## config.mk

```make
export PLATFORM = sky130hd
export DESIGN_NAME = reg_bank
export DESIGN_NICKNAME = d
export VERILOG_FILES = /design/src/rtl/reg_bank.sv
export SDC_FILE = /design/constraint.sdc
export NUM_CORES = 2
export LEC_CHECK = 0
export CORE_MARGIN = 2
export CORE_UTILIZATION = 58
export CTS_CLUSTER_SIZE = 24
export DETAILED_ROUTE_END_ITERATION = 12
export GPL_ROUTABILITY_DRIVEN = 0
export PLACE_DENSITY = 0.75
export SETUP_SLACK_MARGIN = 0.4
export SLEW_MARGIN = 20
export SYNTH_ARGS = -nofsm -noshare
export SYNTH_HDL_FRONTEND = slang
export SYNTH_SLANG_ARGS = --single-unit
```

## constraint.sdc

```tcl
create_clock -name clk -period 7.12 [get_ports clk]
set_clock_uncertainty 0.15 [all_clocks]
set_input_delay 1.424 -clock clk [delete_from_list [all_inputs] [get_ports clk]]
set_output_delay 1.424 -clock clk [all_outputs]
set_load 0.05 [all_outputs]
```

## src/rtl/reg_bank.sv

```systemverilog
// Thirty-two-entry register bank: one write port, two registered read ports with write-to-read bypass.
// Register 0 reads as zero; register SP_INDEX resets to the stack-base constant.
module reg_bank #(
    parameter int                  DATA_W   = 32,
    parameter int                  ADDR_W   = 5,
    parameter int                  SP_INDEX = 29,
    parameter logic [DATA_W-1:0]   SP_RESET = 32'd227
) (
    input  logic              clk,
    input  logic              reset,
    input  logic              reg_write,
    input  logic [ADDR_W-1:0] write_reg,
    input  logic [DATA_W-1:0] write_data,
    input  logic              read_en,
    input  logic [ADDR_W-1:0] read_reg_1,
    input  logic [ADDR_W-1:0] read_reg_2,
    output logic [DATA_W-1:0] read_data_1,
    output logic [DATA_W-1:0] read_data_2,
    output logic              read_valid
);

    localparam int DEPTH = 1 << ADDR_W;

    logic [DATA_W-1:0] regs [DEPTH];
    logic              wr_hit;
    logic [DATA_W-1:0] sel_1;
    logic [DATA_W-1:0] sel_2;

    assign wr_hit = reg_write && (write_reg != '0);

    // Read selectors: index 0 forces zero, a same-edge write to the index wins over stored data.
    always_comb begin
        sel_1 = regs[read_reg_1];
        sel_2 = regs[read_reg_2];
        if (wr_hit && (read_reg_1 == write_reg)) sel_1 = write_data;
        if (wr_hit && (read_reg_2 == write_reg)) sel_2 = write_data;
        if (read_reg_1 == '0) sel_1 = '0;
        if (read_reg_2 == '0) sel_2 = '0;
    end

    always_ff @(posedge clk) begin
        if (reset) begin
            for (int i = 0; i < DEPTH; i++) begin
                regs[i] <= (i == SP_INDEX) ? SP_RESET : '0;
            end
            read_data_1 <= '0;
            read_data_2 <= '0;
            read_valid  <= 1'b0;
        end else begin
            if (wr_hit) begin
                regs[write_reg] <= write_data;
            end
            if (read_en) begin
                read_data_1 <= sel_1;
                read_data_2 <= sel_2;
            end
            read_valid <= read_en;
        end
    end

endmodule
```

After elaboration in Yosys (flattened, before gate mapping)

Memory sizes are Yosys's and may differ from the RTL's.
Index checks and enable logic that the tools add are counted.
Widths: inputs -> output; s select.

Output and inout bits: 65
Memories: 1
RAM bits: 1024
Logic and storage cells: 25
Register bits: 65
Bits of input ports: 51

Memory list:

| memory | depth | bits a word | read ports | clocked after Yosys merged registers in | write ports | line | RTL |
|---|---|---|---|---|---|---|---|
| regs   | 32    | 32          | 2          | 0                                       | 32          | 24   | `logic [DATA_W-1:0] regs [DEPTH];` |

Multiplexer cells: 12
Equality and inequality tests: 2
Reductions and logical operators: 7

Operator list:

| operator          | number |
|---|---|
| $mux 32           | 5 |
| $reduce_or 32->1  | 1 |
| $eq 5x5->1        | 2 |
| $logic_not 5->1   | 2 |
| $mux 1            | 6 |
| $mux 5            | 1 |
| $reduce_bool 5->1 | 1 |
| $logic_and 1x1->1 | 3 |

Depth between registers and ports, before layout

Word-level depth: 7
Gate-level depth with buffers: 9
Depth with buffers taken out: 5

Worst setup path before layout

OpenSTA, ideal clock, no wires.

Path type: input -> register
From: input reg_write
To: memory regs[13][0] (enable)
Library setup time: 0.466 ns
Path buffers: 2
Arrival time: 4.607 ns
Setup slack: 1.897 ns
Cell stages on the path: 5
Path through: nor2b_1 -> nand3b_1 -> clkbuf_1 -> clkbuf_1 -> o21ai_0

RTL lines:

| item            | line | RTL |
|---|---|---|
| start, declared | 11   | `input logic reg_write,` |
| end, declared   | 24   |  |

Worst setup path in the final report

From: input read_reg_1[0]
To: register read_data_1[3]

Word-level cells in the longest chain between the ends: 4
Elaborated cells on any way between the ends: 6

RTL lines:

| item                                                                  | line | RTL |
|---|---|---|
| start, declared                                                       | 15   | `input logic [ADDR_W-1:0] read_reg_1,` |
| parallel branches: the longest is 3 deep, another holds $mem_v2 32x32 | -    |  |
| $mux 32 *                                                             | 37   | `if (read_reg_1 == '0) sel_1 = '0;` |
| end signal, assigned                                                  | 54   | `read_data_1 <= sel_1;` |
| end, declared                                                         | 17   | `output logic [DATA_W-1:0] read_data_1,` |

Every way passes the cells marked *.
A chain may end at the register's enable or synchronous reset.

==> impl_metrics.env <==
export IMPL_cp_max_fo=76
export IMPL_finalHoldViolCount=0
export IMPL_grt_max_degree=109
export IMPL_clock_latency_ps=720
export IMPL_clkSinkCount=1089
export IMPL_vias_per_cell=7.06
export IMPL_layout_drive_gt1_share_pct=17.3
export IMPL_power_density_nw_per_um2=242
export IMPL_min_path_type="register to register"
export IMPL_p_leak_nw=22.5
export IMPL_critPathTopFamily="buffers and inverters"
export IMPL_max_stage_delay_ps=830
export IMPL_setup_viol=0
export IMPL_antenna_left=0
export IMPL_worstReg2RegStart="regs[21][17]"
export IMPL_min_period_ps=4420
export IMPL_worstSetupStartpointType="input pin"
export IMPL_cp_depth=8
export IMPL_drt_first_pass_iters=6
export IMPL_antenna_found_initial=11
export IMPL_multi_input_area_um2=23900
export IMPL_port_buffer_count=115
export IMPL_track_usage_pct=36.4
export IMPL_ios=116
export IMPL_register_area_um2=32100
export IMPL_fin_util_pct=64.9
export IMPL_grt_ovfl_total=0
export IMPL_r2r_end="read_data_1[17]"
export IMPL_drc=0
export IMPL_vias=38600
export IMPL_synth_area_leaders="edfxtp_1 (54%), mux4_2 (12%), and2_1 (11%)"
export IMPL_worst_path_buf_inv=3
export IMPL_tightest_slew_ps=1200
export IMPL_ff2ff_setup_slack_ps=4130
export IMPL_path_clk_slew_ps=60
export IMPL_synthCells=4121
export IMPL_synth_seq_cells=1089
export IMPL_cts_resized=0
export IMPL_fillerInstances=6894
export IMPL_grt_pass1_vias=38600
export IMPL_wl_per_cell_um=33.8
export IMPL_synth_top_area_cell="edfxtp_1"
export IMPL_critPathCaptureType="register"
export IMPL_drv_slew=0
export IMPL_die_x_um=318
export IMPL_chipHeight_um=318
export IMPL_outcome="finished, final reports clean"
export IMPL_synth_common_cells="edfxtp_1 (1,024), and2_1 (1,023), mux2i_1 (392)"
export IMPL_syn2layout_area_growth_pct=11.4
export IMPL_peakVddDrop_v=0.000226
export IMPL_die_area_um2=101000
export IMPL_whs_path_depth=2
export IMPL_cts_buffers=111
export IMPL_min_to="read_data_2[20]"
export IMPL_fin_setup_tns_ps=0
export IMPL_crit_chain="buf_8, buf_4, buf_4, mux2i_1, a22oi_1, a21oi_1, nor3_1, a221o_1"
export IMPL_required_ps=7570
export IMPL_async_flop_share_pct=0
export IMPL_fin_nets=4128
export IMPL_path_class="input pin to register"
export IMPL_synth_edf_count=1024
export IMPL_postCtsSetupBuffers=0
export IMPL_finalCritPeriodShare_pct=62.1
export IMPL_synth_top_area_share_pct=53.9
export IMPL_yosysMostFrequentCell="edfxtp_1"
export IMPL_yosysWarningCount=0
export IMPL_htree_levels=3
export IMPL_slowest_stage="buf_4"
export IMPL_worstRegToRegCells=5
export IMPL_relSlewSlack_pct=19.3
export IMPL_netlist_area_um2=57100
export IMPL_cts_hold_fix_buffers=0
export IMPL_synth_ff_type="edfxtp_1"
export IMPL_drv_cap=0
export IMPL_cts_tree="yes"
export IMPL_rows=115
export IMPL_rsz0062_at_grt="false"
export IMPL_start_util_pct=58.2
export IMPL_cpMostUsedCell="buf_4"
export IMPL_coreArea_um2=98000
export IMPL_max_freq_mhz=226
export IMPL_dpl_hpwl_um=107000
export IMPL_arrival_ps=4870
export IMPL_grt_pass1_wl_um=265000
export IMPL_wirelength_um=185000
export IMPL_holdCritStartpoint="read_data_2[20]"
export IMPL_cts_root_buffer="clkbuf_16"
export IMPL_ctsLongestPathBuffers=3
export IMPL_ys_types=43
export IMPL_dr_first_iter_drc_count=5807
export IMPL_avgSynthCellArea_um2=13.9
export IMPL_ys_seq_area_share_pct=56.2
per-stage QoR:
step / total power [mW] / hold WS, ps / std cells / area, µm² / setup slack, ps
floorplan: 8.82 / 654 / 4152 / 57200 / 1900
global placement: 9.48 / 403 / 5247 / 59800 / 2030
detailed placement: 9.53 / 409 / 5248 / 59800 / 2010
CTS: 15.4 / 428 / 5458 / 63500 / 2760
global route: 15.7 / 453 / 5461 / 63600 / 2550
finish: 15.4 / 431 / 5463 / 63600 / 2700
kinds of logic (layout without fill, tap and decap cells):
logic type,count (synthesis),count (layout),synth area share [%]
and+or+nand+nor,1255,1255,13.4
DFF,1089,1089,56.2
muxes,708,708,19.3
AOI/OAI and AO/OA,618,618,7.68
buffers and inverters,440,462,3.25
xor gates and xnor gates,10,10,0.153
other,1,34,0.00657
registers in the layout, indices dropped and copies added, names as in the netlist:
name / count
read_valid: 1
read_data_2: 32
regs: 1024
read_data_1: 32
worst max path at each step:
stage,endpoint,from
finish,read_data_1[3],read_reg_1[0]
global route,read_data_1[3],read_reg_1[0]
CTS,read_data_1[3],read_reg_1[0]
detailed placement,read_data_1[3],read_reg_1[0]
global placement,regs[24][10],write_reg[2]
floorplan,regs[13][0],reg_write
layout make-up:
| cell class | instances | share of cell area, % |
|---|---|---|
| multi-input cells | 2623 | 37.6 |
| flip-flops and latches | 1089 | 50.4 |
| well taps | 1287 | 2.53 |
| inverters | 2 | 0.0118 |
| clock buffers | 158 | 4.98 |
| diodes | 2 | 0.00787 |
| repair buffers | 250 | 3.70 |
| clock inverters | 52 | 0.809 |
worst reg2reg max path, cell delays in order (launching register included):
cell,delay [ps]
edfxtp_1,410
mux4_2,480
nor2b_1,140
a211oi_1,990
nor3_1,340
a221o_1,380
routing by layer:
metal	routed length (µm)	vias up	global-route usage (%)
li1	-	15600	-
met1	65500	19400	47.8
met2	83400	2967	54.8
met3	24700	552	10.7
met4	11200	8	19.9
met5	39	-	0
power by group:
group | internal (mW) | leakage, nW | switching [mW]
clock network | 3.42 | 1.81 | 2.53
logic | 0.708 | 10.4 | 1.15
registers | 7.37 | 10.3 | 0.234
placed cells by master (no fill, tap or decap), drive strengths merged, types with 4 or more instances in the layout:
cell,count
clkinvlp,5
or3,38
buf,149
dfxtp,65
a221o,32
o21ai,64
a211oi,62
a22o,32
nand3b,6
bufinv,9
nor3,33
clkbuf,158
nand3,4
inv,5
clkinv,35
clkdlybuf4s50,101
nand2,5
conb,32
and2,1023
nor2b,68
edfxtp,1024
mux4,316
nor2,68
a22oi,227
a221oi,64
mux2i,392
a21oi,130
xnor2,10
No activity file was read; power rests on OpenSTA's default activity.
